<file path="config.mk">
export PLATFORM = sky130hd
export DESIGN_NAME = match_sequencer_flat
export DESIGN_NICKNAME = d
export VERILOG_FILES = /design/src/rtl/match_sequencer_if.sv /design/src/rtl/match_sequencer.sv /design/src/flat_wrapper.sv
export SDC_FILE = /design/constraint.sdc
export NUM_CORES = 1
export LEC_CHECK = 0
export ABC_CLOCK_PERIOD_IN_PS = 6680
export BUFFER_PORTS_ARGS = -buffer_cell sky130_fd_sc_hd__buf_4
export CORE_UTILIZATION = 59
export CTS_BUF_LIST = sky130_fd_sc_hd__clkbuf_8
export DETAILED_ROUTE_END_ITERATION = 8
export PLACE_DENSITY = 0.78
export SETUP_SLACK_MARGIN = 0.05
export SLEW_MARGIN = 10
export SYNTH_ARGS = -nofsm -noshare
export SYNTH_HDL_FRONTEND = slang
export SYNTH_SLANG_ARGS = --single-unit
</file>
<file path="constraint.sdc">
create_clock -name clk -period 6.68 [get_ports clk]
set_input_delay 1.336 -clock clk [delete_from_list [all_inputs] [get_ports clk]]
set_output_delay 1.336 -clock clk [all_outputs]
set_load 0.01 [all_outputs]
</file>
<file path="src/rtl/match_sequencer_if.sv">
// rtl/match_sequencer_if.sv - signal bundle between the Pong game core and the match sequencer
//
// Purpose: carries the player controls, the goal pulses and the match status
//          between the Pong core and match_sequencer.
// Parameter: WIN_SCORE sets the score width. It must match the sequencer's WIN_SCORE.
// Signals:
//   start_btn            raw start button, asynchronous to clk
//   pause_btn            raw pause button, asynchronous to clk
//                        (present only with MATCH_SEQUENCER_PAUSE_EN)
//   goal_1 / goal_2      one-cycle goal pulses from the game core
//   game_run             game core may advance ball and paddles
//   ball_reset           one-cycle recentre pulse to the game core
//   serve_dir            0 = serve left (player 1), 1 = serve right (player 2)
//   score_1 / score_2    player scores
//   winner               00 none, 01 player 1, 10 player 2
// Modports: master = core/board side, slave = sequencer side.
// Macro: MATCH_SEQUENCER_PAUSE_EN adds pause_btn.
interface match_sequencer_if #(
  parameter int WIN_SCORE = 5
) ();
  localparam int SCORE_W = $clog2(WIN_SCORE + 1);

  logic               start_btn;
  logic               goal_1;
  logic               goal_2;
  logic               game_run;
  logic               ball_reset;
  logic               serve_dir;
  logic [SCORE_W-1:0] score_1;
  logic [SCORE_W-1:0] score_2;
  logic [1:0]         winner;
`ifdef MATCH_SEQUENCER_PAUSE_EN
  logic               pause_btn;

  modport master (
    output start_btn, pause_btn, goal_1, goal_2,
    input  game_run, ball_reset, serve_dir, score_1, score_2, winner
  );
  modport slave (
    input  start_btn, pause_btn, goal_1, goal_2,
    output game_run, ball_reset, serve_dir, score_1, score_2, winner
  );
`else
  modport master (
    output start_btn, goal_1, goal_2,
    input  game_run, ball_reset, serve_dir, score_1, score_2, winner
  );
  modport slave (
    input  start_btn, goal_1, goal_2,
    output game_run, ball_reset, serve_dir, score_1, score_2, winner
  );
`endif
endinterface

</file>
<file path="src/rtl/match_sequencer.sv">
// rtl/match_sequencer.sv - Pong match-level state machine (serve, play, score, winner)
//
// Purpose: gates the game core with game_run and recentres the ball before
//          every serve. It also counts goals and declares a winner at WIN_SCORE.
//          A start press begins or restarts a match.
// Parameters:
//   WIN_SCORE              points needed to win (>= 1)
//   SERVE_DELAY_IN_CLOCKS  SERVE hold length in cycles (>= 1)
// Ports:
//   clk   system clock
//   rst   asynchronous, active-low reset
//   bus   match_sequencer_if.slave:
//         inputs  start_btn, goal_1, goal_2 (and pause_btn)
//         outputs game_run, ball_reset, serve_dir, score_1, score_2, winner
// Macro: MATCH_SEQUENCER_PAUSE_EN adds pause_btn and a PAUSED state.
//        A pause press in PLAY freezes the game. A second press resumes it
//        without a new serve.
module match_sequencer #(
  parameter int WIN_SCORE             = 5,
  parameter int SERVE_DELAY_IN_CLOCKS = 50_000_000
) (
  input  logic                clk,
  input  logic                rst,
  match_sequencer_if.slave    bus
);
  localparam int SCORE_W = $clog2(WIN_SCORE + 1);
  localparam int CNT_W   = $clog2(SERVE_DELAY_IN_CLOCKS + 1);
  localparam logic [CNT_W-1:0]   SERVE_LAST = CNT_W'(SERVE_DELAY_IN_CLOCKS - 1);
  localparam logic [SCORE_W-1:0] WIN_VAL    = SCORE_W'(WIN_SCORE);

  typedef enum logic [2:0] {
    S_IDLE,
    S_SERVE,
    S_PLAY,
`ifdef MATCH_SEQUENCER_PAUSE_EN
    S_PAUSED,
`endif
    S_GAME_OVER
  } state_t;

  state_t             state;
  logic [CNT_W-1:0]   serve_cnt;
  logic               game_run_q;
  logic               ball_reset_q;
  logic               serve_dir_q;
  logic [SCORE_W-1:0] score_1_q;
  logic [SCORE_W-1:0] score_2_q;
  logic [1:0]         winner_q;

  // [0],[1] form the synchronizer. [2] holds the previous synchronized level.
  // The rising-edge pulse is registered once more before the FSM sees it, so
  // a press acts three edges after the edge that first samples it.
  logic [2:0] start_sync;
  logic       start_pulse_q;

  always_ff @(posedge clk or negedge rst) begin
    if (!rst) begin
      start_sync    <= '0;
      start_pulse_q <= 1'b0;
    end else begin
      start_sync    <= {start_sync[1:0], bus.start_btn};
      start_pulse_q <= start_sync[1] & ~start_sync[2];
    end
  end

`ifdef MATCH_SEQUENCER_PAUSE_EN
  logic [2:0] pause_sync;
  logic       pause_pulse_q;

  always_ff @(posedge clk or negedge rst) begin
    if (!rst) begin
      pause_sync    <= '0;
      pause_pulse_q <= 1'b0;
    end else begin
      pause_sync    <= {pause_sync[1:0], bus.pause_btn};
      pause_pulse_q <= pause_sync[1] & ~pause_sync[2];
    end
  end
`endif

  logic [SCORE_W-1:0] score_1_inc;
  logic [SCORE_W-1:0] score_2_inc;

  always_comb begin
    score_1_inc = score_1_q + SCORE_W'(1);
    score_2_inc = score_2_q + SCORE_W'(1);
  end

  always_ff @(posedge clk or negedge rst) begin
    if (!rst) begin
      state        <= S_IDLE;
      serve_cnt    <= '0;
      game_run_q   <= 1'b0;
      ball_reset_q <= 1'b0;
      serve_dir_q  <= 1'b0;
      score_1_q    <= '0;
      score_2_q    <= '0;
      winner_q     <= 2'b00;
    end else begin
      ball_reset_q <= 1'b0;
      case (state)
        S_IDLE, S_GAME_OVER: begin
          game_run_q <= 1'b0;
          if (start_pulse_q) begin
            score_1_q    <= '0;
            score_2_q    <= '0;
            winner_q     <= 2'b00;
            serve_dir_q  <= 1'b0;
            serve_cnt    <= '0;
            ball_reset_q <= 1'b1;
            state        <= S_SERVE;
          end
        end

        S_SERVE: begin
          if (serve_cnt == SERVE_LAST) begin
            game_run_q <= 1'b1;
            state      <= S_PLAY;
          end else begin
            serve_cnt <= serve_cnt + CNT_W'(1);
          end
        end

        S_PLAY: begin
          // Simultaneous goals cancel each other out. Play continues untouched.
          if (bus.goal_1 && !bus.goal_2) begin
            score_1_q   <= score_1_inc;
            serve_dir_q <= 1'b1;
            game_run_q  <= 1'b0;
            if (score_1_inc == WIN_VAL) begin
              winner_q <= 2'b01;
              state    <= S_GAME_OVER;
            end else begin
              serve_cnt    <= '0;
              ball_reset_q <= 1'b1;
              state        <= S_SERVE;
            end
          end else if (bus.goal_2 && !bus.goal_1) begin
            score_2_q   <= score_2_inc;
            serve_dir_q <= 1'b0;
            game_run_q  <= 1'b0;
            if (score_2_inc == WIN_VAL) begin
              winner_q <= 2'b10;
              state    <= S_GAME_OVER;
            end else begin
              serve_cnt    <= '0;
              ball_reset_q <= 1'b1;
              state        <= S_SERVE;
            end
          end
`ifdef MATCH_SEQUENCER_PAUSE_EN
          else if (pause_pulse_q) begin
            game_run_q <= 1'b0;
            state      <= S_PAUSED;
          end
`endif
        end

`ifdef MATCH_SEQUENCER_PAUSE_EN
        S_PAUSED: begin
          if (pause_pulse_q) begin
            game_run_q <= 1'b1;
            state      <= S_PLAY;
          end
        end
`endif

        default: begin
          game_run_q <= 1'b0;
          state      <= S_IDLE;
        end
      endcase
    end
  end

  assign bus.game_run   = game_run_q;
  assign bus.ball_reset = ball_reset_q;
  assign bus.serve_dir  = serve_dir_q;
  assign bus.score_1    = score_1_q;
  assign bus.score_2    = score_2_q;
  assign bus.winner     = winner_q;

endmodule
</file>
<file path="src/flat_wrapper.sv">
// flat-port wrapper written by rule: the top's interface ports become plain ports
module match_sequencer_flat 
#(
  parameter int WIN_SCORE             = 5,
  parameter int SERVE_DELAY_IN_CLOCKS = 50_000_000
)
  (clk, rst, bus_start_btn, bus_goal_1, bus_goal_2, bus_game_run, bus_ball_reset, bus_serve_dir, bus_score_1, bus_score_2, bus_winner);
  match_sequencer_if #(.WIN_SCORE(WIN_SCORE)) bus_i ();
  input  logic clk;
  input  logic rst;
  input wire logic [$bits(bus_i.start_btn)-1:0] bus_start_btn;
  input wire logic [$bits(bus_i.goal_1)-1:0] bus_goal_1;
  input wire logic [$bits(bus_i.goal_2)-1:0] bus_goal_2;
  output wire logic [$bits(bus_i.game_run)-1:0] bus_game_run;
  output wire logic [$bits(bus_i.ball_reset)-1:0] bus_ball_reset;
  output wire logic [$bits(bus_i.serve_dir)-1:0] bus_serve_dir;
  output wire logic [$bits(bus_i.score_1)-1:0] bus_score_1;
  output wire logic [$bits(bus_i.score_2)-1:0] bus_score_2;
  output wire logic [$bits(bus_i.winner)-1:0] bus_winner;
  assign bus_i.start_btn = bus_start_btn;
  assign bus_i.goal_1 = bus_goal_1;
  assign bus_i.goal_2 = bus_goal_2;
  assign bus_game_run = bus_i.game_run;
  assign bus_ball_reset = bus_i.ball_reset;
  assign bus_serve_dir = bus_i.serve_dir;
  assign bus_score_1 = bus_i.score_1;
  assign bus_score_2 = bus_i.score_2;
  assign bus_winner = bus_i.winner;
  match_sequencer #(.WIN_SCORE(WIN_SCORE), .SERVE_DELAY_IN_CLOCKS(SERVE_DELAY_IN_CLOCKS)) u_core (.clk(clk), .rst(rst), .bus(bus_i));
endmodule
</file>
==> summary.md, run 1 <==
| Metric | Value |
|---|---|
| Final Cycle Share | `0.432` |
| # DRC | `0` |
| Post-CTS setup buffer count | `0` |
| Core Rows | `23` |
| Hold endpoint | `u_core.start_sync[1]` |
| Routed vias | `2263` |
| CP required | `6870 ps` |
| Power Density | `162 nW/um^2` |
| 1st-iter DRT viols | `206` |
| Critical path class | `input pin to flop` |
| Relative slew slack | `0.637` |
| CTS Buf Count | `5` |
| Number of synthesized flops with an enable pin | `0` |
| Crit-path max cell delay | `400 ps` |
| CP endpoint kind | `flop` |
| CP most frequent cell | `buf_4` |
| Crit path buf inv count | `2` |
| Max Clk Rate | `between 300 and 400 MHz` |
| Die area | `4590 sq um` |
| I/O Buffers | `15` |
| Clock tree from TritonCTS | `built` |
| DIE HEIGHT | `slightly below 70 microns` |
| Nets | `313` |
| Hold path cells | `0` |
| Antenna violations before repair | `0` |
| Mapped Nets | `303` |
| Yosys reg bits | `43` |
| Peak VDD IR | `154 uV` |
| Outcome | `complete, no violations` |
| Flop2flop setup slack | `about 4000 ps` |
| YS warnings | `0` |
| Clock sink count | `43` |
| CTS Root Cell | `clkbuf_8` |
| Least-Margin Pin Slew | `between 500 and 600 ps` |
| Placed cells | `343` |
| Worst path cell trace | `buf_4 -> nand2b_1 -> a21oi_1 -> o32ai_4 -> buf_4 -> or3_1 -> o311ai_0` |
| Simple-gate share of the synthesized area | `0.290` |
| Layout Cells excl Fill | `351` |
| Reg-to-reg endpoint | `u_core.state[0]` |
| First-pass DRT Iterations | `5` |
| Sequential element share of the synthesized area | `0.422` |
| CTS resizes | `0` |
| Pleak | `between 0.001 and 0.0015 uW` |
| Compound-cell area share of the yosys netlist | `0.189` |
| FF-to-FF path depth | `5` |
| Share of layout cells above drive strength 1 | `0.0963` |
| Synth Cell Area | `between 2000 and 3000 sq um` |
| Final Hold Viols | `0` |
| Tightest Hold Check Type | `flop to flop` |
| Post-DP HPWL | `3860 microns` |
| Max stage delay cell, worst path | `or3_1` |
| Chip width | `67.7 microns` |
| Adder-cell area share of the yosys netlist | `0.0393` |
| Gr usage total | `0.271` |
| Area grow syn2layout | `9.52%` |
| GRT Residual Overflow | `0` |
| Post-synthesis instance total | `290` |
| CP Data Arrival Time | `a little over 3000 ps` |
| Setup_tns | `0 ps` |
| Final wirelength | `5590 microns` |
| Syn Area/Cell | `8.79 sq um` |
| Main combinational cell family by area after synthesis | `simple AND/OR/NAND/NOR gates` |
| Final setup fails | `0` |
| Synth Area in XOR/XNOR | `0.00687` |
| Core area | `4090 sq um` |
| H-tree levels | `2` |
| Clk slew on worst S/H paths | `90 ps` |
| Pins over their slew limit | `0` |
| Startpoint types | `input pin` |
| Netlist cell types | `46` |
| Maxcap violations | `0` |
| Async SR Flop Fraction | `1.00` |
| Worst Path Max Fanout | `43` |
| Antenna cells | `0` |
| Vias in the first global route | `1972` |
| Post-synthesis mux area share | `0.00785` |
| Post-CTS Hold Fix Bufs | `0` |
| First-pass GRT wire length | `9250 microns` |
| Clock tree buffer depth | `2` |
| Largest net degree at the start of global routing | `44` |
| R2r startpoint | `u_core.serve_cnt[16]` |
| Layout Skew | `around 4.4 ps` |
| Clock latency on the worst-skew pair | `around 300 ps` |
| Crit-path leading delay family | `compound AO/OA/AOI/OAI gates` |
| Ports | `16` |
| DR vias/cell | `about 6.4` |
| Synth Flop Type | `dfrtp_1` |
| HP Start | `u_core.start_sync[0]` |
| Initial core utilization | `0.624` |
| GPL Wtd Cong | `0.843` |
| RSZ-0062 raised after global routing | `false` |
| Post-layout min period | `2890 ps` |
| WL/cell | `15.9 microns` |
| Remaining antenna violation count | `0` |
[kinds of logic (layout without fill, tap and decap cells)]
family	count (synthesis)	in the layout
AO/OA/AOI/OAI	69	69
XOR/XNOR	2	2
adder cells (fa/ha/maj)	8	8
buffers and inverters	28	39
flip-flops	43	43
multiplexers	2	2
AND/OR/NAND/NOR	138	138
[how the worst max path moves through the flow]
stage / start / cells after the start / slack (ps) / end
final: bus_goal_2 / 7 / 3790 / u_core.serve_cnt[5]
after global routing: bus_goal_2 / 7 / 3710 / u_core.serve_cnt[5]
after CTS: bus_goal_2 / 7 / 3800 / u_core.serve_cnt[5]
after detailed placement: bus_goal_2 / 7 / 3480 / u_core.serve_cnt[5]
after global placement: bus_goal_2 / 7 / 3590 / u_core.serve_cnt[5]
after floorplan: bus_goal_2 / 7 / 3770 / u_core.serve_cnt[14]
[flip-flops by register name (all words and copies together) (netlist names)]
name                   flops
u_core.serve_cnt          26
u_core.bus.score_1         3
u_core.bus.score_2         3
u_core.start_sync          3
u_core.bus.winner          2
u_core.state               2
u_core.bus.ball_reset      1
u_core.bus.game_run        1
u_core.bus.serve_dir       1
u_core.start_pulse_q       1
[Yosys cell counts, drive strengths merged, types with 2 or more instances]
cell type | instances | area [sq um]
and4 | 4 | 35.0
nand4b | 2 | 17.5
nor3 | 4 | 20.0
ha | 8 | 100
o22ai | 3 | 18.8
mux2i | 2 | 20.0
o211ai | 13 | 97.6
a22o | 3 | 26.3
o31ai | 2 | 15.0
nand2b | 3 | 18.8
nor4 | 6 | 37.5
nand2 | 46 | 173
o21ai | 9 | 45.0
nor2b | 4 | 25.0
or4 | 11 | 87.6
nand3b | 3 | 22.5
o221ai | 5 | 43.8
and2 | 6 | 37.5
xor2 | 2 | 17.5
a22oi | 5 | 37.5
nor2 | 9 | 33.8
dfrtp | 43 | 1080
nand4 | 11 | 68.8
nand3 | 19 | 95.1
o41ai | 5 | 43.8
inv | 14 | 52.6
a21oi | 14 | 70.1
and3 | 6 | 37.5
clkbuf | 13 | 50.0
o311ai | 2 | 17.5
[placed cells by master (no fill, tap or decap), types with 2 or more instances in the layout]
cell,instances
a21oi_1,14
a22o_1,3
a22oi_1,5
and2_1,6
and3_1,6
and4_1,4
buf_4,17
clkbuf_8,5
dfrtp_1,43
ha_1,8
inv_1,14
inv_6,2
mux2i_1,2
nand2_1,46
nand2b_1,3
nand3_1,19
nand3b_1,3
nand4_1,11
nand4b_1,2
nor2_1,9
nor2b_1,4
nor3_1,4
nor4_1,6
o211ai_1,13
o21ai_0,9
o221ai_1,5
o22ai_1,3
o311ai_0,2
o31ai_1,2
o41ai_1,5
or4_1,9
xor2_1,2
[metrics by stage]
stage	setup WS (ps)	total power (uW)	util	cell area (sq um)	hold slack, ps
6_report	3790	451	0.683	2790	375
5_1_grt	3710	465	0.683	2790	380
4_1_cts	3800	454	0.683	2790	375
3_5_place_dp	3480	279	0.660	2700	345
3_3_place_gp	3590	278	0.660	2700	350
2_1_floorplan	3770	270	-	2550	331
[power breakdown]
part	total [uW]	leakage, uW	switching [uW]	internal [uW]
Clock	178	0.0000491	101	77.0
Sequential	262	0.000469	0.821	261
Combinational	10.9	0.000667	7.75	3.10
Total	451	0.00119	110	341
[metal layers]
metal,routed length [microns],GRT usage,up-vias,part of all wire
li1,-,-,1121,-
met1,2850,0.399,1066,0.51
met2,2400,0.402,69,0.43
met3,275,0.0456,7,0.049
met4,65,0.0851,0,0.012
met5,0,0,-,0
[final cells by class]
type                       count  area (sq um)
clock buffer                   5          68.8
clock inverter                 3          26.3
fill                         338          1290
inverter                      14          52.6
multi-input combinational    219          1380
sequential                    43          1080
tap                           50          62.6
timing repair buffer          17           128
No activity file was read; power rests on OpenSTA's default activity.
==> run 2, diff against run 1 <==
--- a/config.mk
+++ b/config.mk
@@ -5,7 +5,7 @@
 export SDC_FILE = /design/constraint.sdc
 export NUM_CORES = 1
 export LEC_CHECK = 0
-export ABC_CLOCK_PERIOD_IN_PS = 6680
+export ABC_CLOCK_PERIOD_IN_PS = 2950
 export BUFFER_PORTS_ARGS = -buffer_cell sky130_fd_sc_hd__buf_4
 export CORE_UTILIZATION = 59
 export CTS_BUF_LIST = sky130_fd_sc_hd__clkbuf_8
==> constraint.sdc (replaced) <==
create_clock -name clk -period 2.95 [get_ports clk]
set_input_delay 0.59 -clock clk [delete_from_list [all_inputs] [get_ports clk]]
set_output_delay 0.59 -clock clk [all_outputs]
set_load 0.01 [all_outputs]
==> run 2 against run 1 <==
Final area unchanged; wire length increased by 1.1%; total power rose by 110%; clock power grew 92%; setup slack got worse by 3400 ps.
==> summary.md, run 2 (synthesized netlist as in run 1, its figures left out) <==
| Metric | Value |
|---|---|
| Outcome | `complete, no violations` |
| CP Data Arrival Time | `2810 ps (-260 ps)` |
| I/O Buffers | `15 (unchanged)` |
| R2r startpoint | `u_core.serve_cnt[16]` |
| Worst Path Max Fanout | `9 (-79%)` |
| Max reg flops | `26 (unchanged)` |
| Ports | `16 (unchanged)` |
| CTS resizes | `0 (unchanged)` |
| Most frequent cells in the layout | `46 x nand2_1, 43 x dfrtp_1, 20 x buf_4` |
| Clk slew on worst S/H paths | `80 ps (about the same)` |
| WL/cell | `16.1 microns (+0.80%)` |
| CTS Buf Count | `5 (unchanged)` |
| Most common cell after layout, fill and taps aside | `nand2_1` |
| Post-CTS setup buffer count | `0 (unchanged)` |
| DIE HEIGHT | `67.7 microns (unchanged)` |
| FF-to-FF path depth | `5 (unchanged)` |
| Max stage delay cell, worst path | `or4_1` |
| Share of layout cells above drive strength 1 | `0.0960 (-0.000319)` |
| Post-layout min period | `around 2600 ps` |
| First-pass GRT wire length | `9270 microns (+0.15%)` |
| Antenna violations before repair | `0 (unchanged)` |
| Final Hold Viols | `0 (unchanged)` |
| Startpoint types | `flop` |
| Crit-path max cell delay | `650 ps (+250 ps)` |
| 1st-iter DRT viols | `136 (-34%)` |
| Die area | `4590 sq um (unchanged)` |
| Largest net degree at the start of global routing | `44 (unchanged)` |
| Gr usage total | `0.273 (+0.00198)` |
| CP endpoint kind | `flop` |
| Pleak | `0.00119 uW (+0.72%)` |
| Layout Skew | `8.23 ps (+3.81 ps)` |
| Flop2flop setup slack | `370 ps (-3650 ps)` |
| Clock tree from TritonCTS | `built` |
| Pins over their slew limit | `0 (unchanged)` |
| Vias in the first global route | `1919 (-2.7%)` |
| Peak VDD IR | `316 uV (+100%)` |
| Final Cycle Share | `0.875` |
| H-tree levels | `2 (unchanged)` |
| Pre-CTS setup slack | `414 ps (-3060 ps)` |
| Core Rows | `23 (unchanged)` |
| Antenna cells | `0 (unchanged)` |
| Relative slew slack | `0.372 (-0.265)` |
| Core area | `4090 sq um (unchanged)` |
| Final wirelength | `5650 microns (+1.1%)` |
| Worst path cell trace | `or4_1 -> or4_1 -> o21ai_0 -> and3b_1 -> mux2i_1` |
| Final setup fails | `0 (unchanged)` |
| Power Density | `344 nW/um^2 (+110%)` |
| DR vias/cell | `6.39 (-0.86%)` |
| Tightest Hold Check Type | `input pin to asynchronous set/reset pin` |
| Critical path class | `flop to flop` |
| # DRC | `0 (unchanged)` |
| Routed vias | `2250 (-0.57%)` |
| Hold WS | `268 ps (-107 ps)` |
| CP required | `3170 ps (-3700 ps)` |
| Setup_tns | `0 ps (unchanged)` |
| Largest reg by FF count | `u_core.serve_cnt` |
| Chip width | `67.7 microns (unchanged)` |
| Clock latency on the worst-skew pair | `290 ps (about the same)` |
| Nets | `316 (+0.96%)` |
| Clock tree buffer depth | `2 (unchanged)` |
| CP most frequent cell | `or4_1` |
| CTS Root Cell | `clkbuf_8` |
| Max Clk Rate | `387 MHz` |
| Remaining antenna violation count | `0 (unchanged)` |
| Reg-to-reg endpoint | `u_core.state[0]` |
| First-pass DRT Iterations | `4 (-1)` |
| GRT Residual Overflow | `0 (unchanged)` |
| RSZ-0062 raised after global routing | `false` |
| Post-CTS Hold Fix Bufs | `0 (unchanged)` |
| Maxcap violations | `0 (unchanged)` |
| Initial core utilization | `0.624 (unchanged)` |
| Area grow syn2layout | `9.52% (unchanged)` |
| Final WS setup | `368 ps (-3420 ps)` |
| Least-Margin Pin Slew | `942 ps (+398 ps)` |
| Post-DP HPWL | `4040 microns (+4.6%)` |
| GPL Wtd Cong | `0.903 (+7.1%)` |
| Clock sink count | `43 (unchanged)` |
## run 2: report_power, final
part | total (uW) | switching [uW] | internal (uW)
combinational | 24.7 | 17.7 | 7.01
sequential | 594 | 2.09 | 592
clock | 342 | 187 | 154
## run 2: cell type report
cell class / count / area [sq um]
Multi-Input combinational cell: 219 / 1380
Fill cell: 343 / 1290
Sequential cell: 43 / 1080
Timing Repair Buffer: 20 / 150
Clock buffer: 5 / 68.8
Tap cell: 50 / 62.6
Inverter: 14 / 52.6
Clock inverter: 1 / 3.75
## run 2: critical path: cells and delay by family, from the launching register on
family           cells  cell delay [ps]
AND/OR/NAND/NOR      3             1430
flip-flops           1              460
multiplexers         1              180
AO/OA/AOI/OAI        1              440
## run 2: metrics by stage
stage          std cells  cell area, sq um  total power (uW)  utilization
6_report             352              2790               960        0.683
5_1_grt              352              2790               994        0.683
4_1_cts              352              2790               969        0.683
3_5_place_dp         346              2720               631        0.666
3_3_place_gp         346              2720               630        0.666
2_1_floorplan        290              2550               611            -
## run 2: how the worst max path moves through the flow
stage | startpoint | to
5_1_grt | u_core.serve_cnt[16] | u_core.state[0]
3_3_place_gp | u_core.serve_cnt[16] | u_core.serve_cnt[4]
2_1_floorplan | u_core.serve_cnt[16] | u_core.serve_cnt[4]
6_report | u_core.serve_cnt[16] | u_core.state[0]
3_5_place_dp | u_core.serve_cnt[16] | u_core.state[0]
4_1_cts | u_core.serve_cnt[16] | u_core.state[0]
## run 2: layer usage
layer / GRT usage / part of all wire / up-vias
met2: 0.406 / 0.46 / 47
li1: - / - / 1122
met4: 0.0718 / 0.011 / 0
met3: 0.0557 / 0.040 / 5
met5: 0 / 0 / -
met1: 0.399 / 0.49 / 1076
==> run 3, diff against run 2 <==
--- a/config.mk
+++ b/config.mk
@@ -7,10 +7,12 @@
 export LEC_CHECK = 0
 export ABC_CLOCK_PERIOD_IN_PS = 2950
 export BUFFER_PORTS_ARGS = -buffer_cell sky130_fd_sc_hd__buf_4
-export CORE_UTILIZATION = 59
+export CELL_PAD_IN_SITES_DETAIL_PLACEMENT = 1
+export CELL_PAD_IN_SITES_GLOBAL_PLACEMENT = 2
+export CORE_UTILIZATION = 39
 export CTS_BUF_LIST = sky130_fd_sc_hd__clkbuf_8
 export DETAILED_ROUTE_END_ITERATION = 8
-export PLACE_DENSITY = 0.78
+export PLACE_DENSITY_LB_ADDON = 0.1
 export SETUP_SLACK_MARGIN = 0.05
 export SLEW_MARGIN = 10
 export SYNTH_ARGS = -nofsm -noshare
==> run 3 against run 2 <==
Combinational power rose by 3%; total power rose by 5.7%; first-iteration DRC count fell by 33%; critical path type unchanged.
==> summary.md, run 3 (synthesized netlist as in run 1, its figures left out) <==
| Metric | Value |
|---|---|
| Antenna cells | `0 (unchanged)` |
| Clock sink count | `43 (unchanged)` |
| Post-DP HPWL | `4950 microns (+22%)` |
| GRT Residual Overflow | `0 (unchanged)` |
| Antenna violations before repair | `0 (unchanged)` |
| Most frequent cells in the layout | `46 x nand2_1, 43 x dfrtp_1, 21 x buf_4` |
| RSZ-0062 raised after global routing | `false` |
| Power Density | `356 nW/um^2 (+3.4%)` |
| DR vias/cell | `6.04 (-5.6%)` |
| CP most frequent cell | `or4_1` |
| Peak VDD IR | `239 uV (-24%)` |
| Share of layout cells above drive strength 1 | `0.108 (+0.0122)` |
| Layout Skew | `7.39 ps (-0.836 ps)` |
| Most common cell after layout, fill and taps aside | `nand2_1` |
| Clk slew on worst S/H paths | `90 ps (about the same)` |
| Post-CTS setup buffer count | `0 (unchanged)` |
| Final WS setup | `338 ps (-29.2 ps)` |
| Clock tree buffer depth | `2 (unchanged)` |
| Area grow syn2layout | `11.9%` |
| Routed vias | `2306 (+2.5%)` |
| Crit-path max cell delay | `660 ps (about the same)` |
| CTS Root Cell | `clkbuf_8` |
| CTS Buf Count | `5 (unchanged)` |
| CP required | `3180 ps (about the same)` |
| Die area | `6870 sq um (+50%)` |
| Initial core utilization | `0.404 (-0.220)` |
| First-pass DRT Iterations | `4 (unchanged)` |
| 1st-iter DRT viols | `91 (-33%)` |
| Ports | `16 (unchanged)` |
| Post-CTS Hold Fix Bufs | `0 (unchanged)` |
| Layout Cells excl Fill | `382 (+8.5%)` |
| Core area | `6310 sq um (+55%)` |
| # DRC | `0 (unchanged)` |
| Worst path cell trace | `or4_1 -> or4_1 -> or4_4 -> a31o_1 -> a21oi_1` |
| Max reg flops | `26 (unchanged)` |
| Largest reg by FF count | `u_core.serve_cnt` |
| Clock latency on the worst-skew pair | `300 ps (about the same)` |
| Final Hold Viols | `0 (unchanged)` |
| Final instance area | `2850 sq um (+2.2%)` |
| Worst Path Max Fanout | `9 (unchanged)` |
| Core Rows | `29 (+26%)` |
| I/O Buffers | `15 (unchanged)` |
| Placed cells | `374 (+8.1%)` |
| Switching share of power | `0.243 (+0.0276)` |
| Nets | `317 (+0.32%)` |
| Least-Margin Pin Slew | `823 ps (-119 ps)` |
| DIE HEIGHT | `82.9 microns (+22%)` |
| Max Clk Rate | `383 MHz (-1.1%)` |
| Final wirelength | `6850 microns (+21%)` |
| CP Data Arrival Time | `2840 ps (+30 ps)` |
| Crit path buf inv count | `0 (unchanged)` |
| GPL Wtd Cong | `0.789 (-13%)` |
| Clock power frac | `0.390 (+0.034)` |
| Sequential share of power | `0.585 (-0.033)` |
| First-pass GRT wire length | `12100 microns (+31%)` |
| CTS resizes | `0 (unchanged)` |
| Pint | `768 uW (+2.0%)` |
| Pleak | `0.00120 uW (+0.31%)` |
| Chip width | `82.9 microns (+22%)` |
| Gr usage total | `0.218 (-0.0555)` |
| Final setup fails | `0 (unchanged)` |
| Pins over their slew limit | `0 (unchanged)` |
| CP endpoint kind | `flop` |
| Relative slew slack | `0.451 (+0.0794)` |
| Switching pwr | `247 uW (+19%)` |
| FILL cells | `742 (+120%)` |
| Vias in the first global route | `2359 (+23%)` |
| Largest net degree at the start of global routing | `44 (unchanged)` |
| Max stage delay cell, worst path | `or4_1` |
| Maxcap violations | `0 (unchanged)` |
| Clock tree from TritonCTS | `built` |
| Critical path class | `flop to flop` |
| Pre-CTS setup slack | `356 ps (-57.8 ps)` |
| Final Cycle Share | `0.885 (+0.00991)` |
| Cell area after placement | `2760 sq um (+1.5%)` |
| H-tree levels | `2 (unchanged)` |
| Remaining antenna violation count | `0 (unchanged)` |
| Crit-path leading delay family | `simple AND/OR/NAND/NOR gates` |
| Combinational share of power | `0.025 (about the same)` |
| Setup_tns | `0 ps (unchanged)` |
| WL/cell | `17.9 microns (+12%)` |
| Total Power | `1020 uW (+5.7%)` |
| Tightest Hold Check Type | `input pin to asynchronous set/reset pin` |
| Outcome | `complete, no violations` |
| Post-layout min period | `2610 ps (+29.2 ps)` |
| Startpoint types | `flop` |
-- run 3: changes by cell type in the layout (fill, tap and decap cells not counted), sizes merged --
cell / before / now
buf: 20 / 21
clkinvlp: 0 / 2
-- run 3: final timing paths --
path | from | to | slack, ps | cells past startpoint
worst max register to register | u_core.serve_cnt[18] | u_core.serve_cnt[4] | 340 | 5
worst max-delay path | u_core.serve_cnt[18] | u_core.serve_cnt[4] | 340 | 5
min in group clk | u_core.start_sync[0] | u_core.start_sync[1] | 360 | 0
worst min register to register | u_core.start_sync[0] | u_core.start_sync[1] | 360 | 0
worst min-delay path | rst | u_core.bus.winner[1] | 270 | 1
max in group asynchronous | rst | u_core.serve_cnt[10] | 2280 | 1
-- run 3: through the flow --
step | hold slack, ps | util
finish | 271 | 0.452
global route | 321 | 0.452
CTS | 293 | 0.452
detailed placement | 344 | 0.437
global placement | 344 | 0.437
floorplan | 294 | -
-- run 3: final cells by class --
type	count	area [sq um]	share of cell area
clock inverter	3	23.8	0.00833
tap	77	96.3	0.0338
sequential	43	1080	0.377
multi-input combinational	219	1380	0.483
clock buffer	5	68.8	0.0241
inverter	14	52.6	0.0184
timing repair buffer	21	158	0.0552
-- run 3: per-layer routing --
| metal | vias to the layer above | share of wire | track usage |
|---|---|---|---|
| met5 | - | 0 | 0 |
| met4 | 0 | 0.0086 | 0.0470 |
| met3 | 4 | 0.026 | 0.0328 |
| met2 | 28 | 0.43 | 0.323 |
| met1 | 1155 | 0.53 | 0.335 |
| li1 | 1119 | - | - |
-- run 3: worst reg2reg max path, cell delays in order (launching register included) --
cell,delay [ps]
dfrtp_1,460
or4_1,550
or4_1,660
or4_4,490
a31o_1,230
a21oi_1,150
-- run 3: power groups by stage --
stage | Combinational [uW] | Sequential, uW | Clock [uW]
floorplan | 6.84 | 605 | 0
global route | 30.0 | 594 | 434
detailed placement | 26.6 | 605 | 0
global placement | 26.3 | 605 | 0
finish | 25.4 | 594 | 396
CTS | 26.6 | 594 | 416
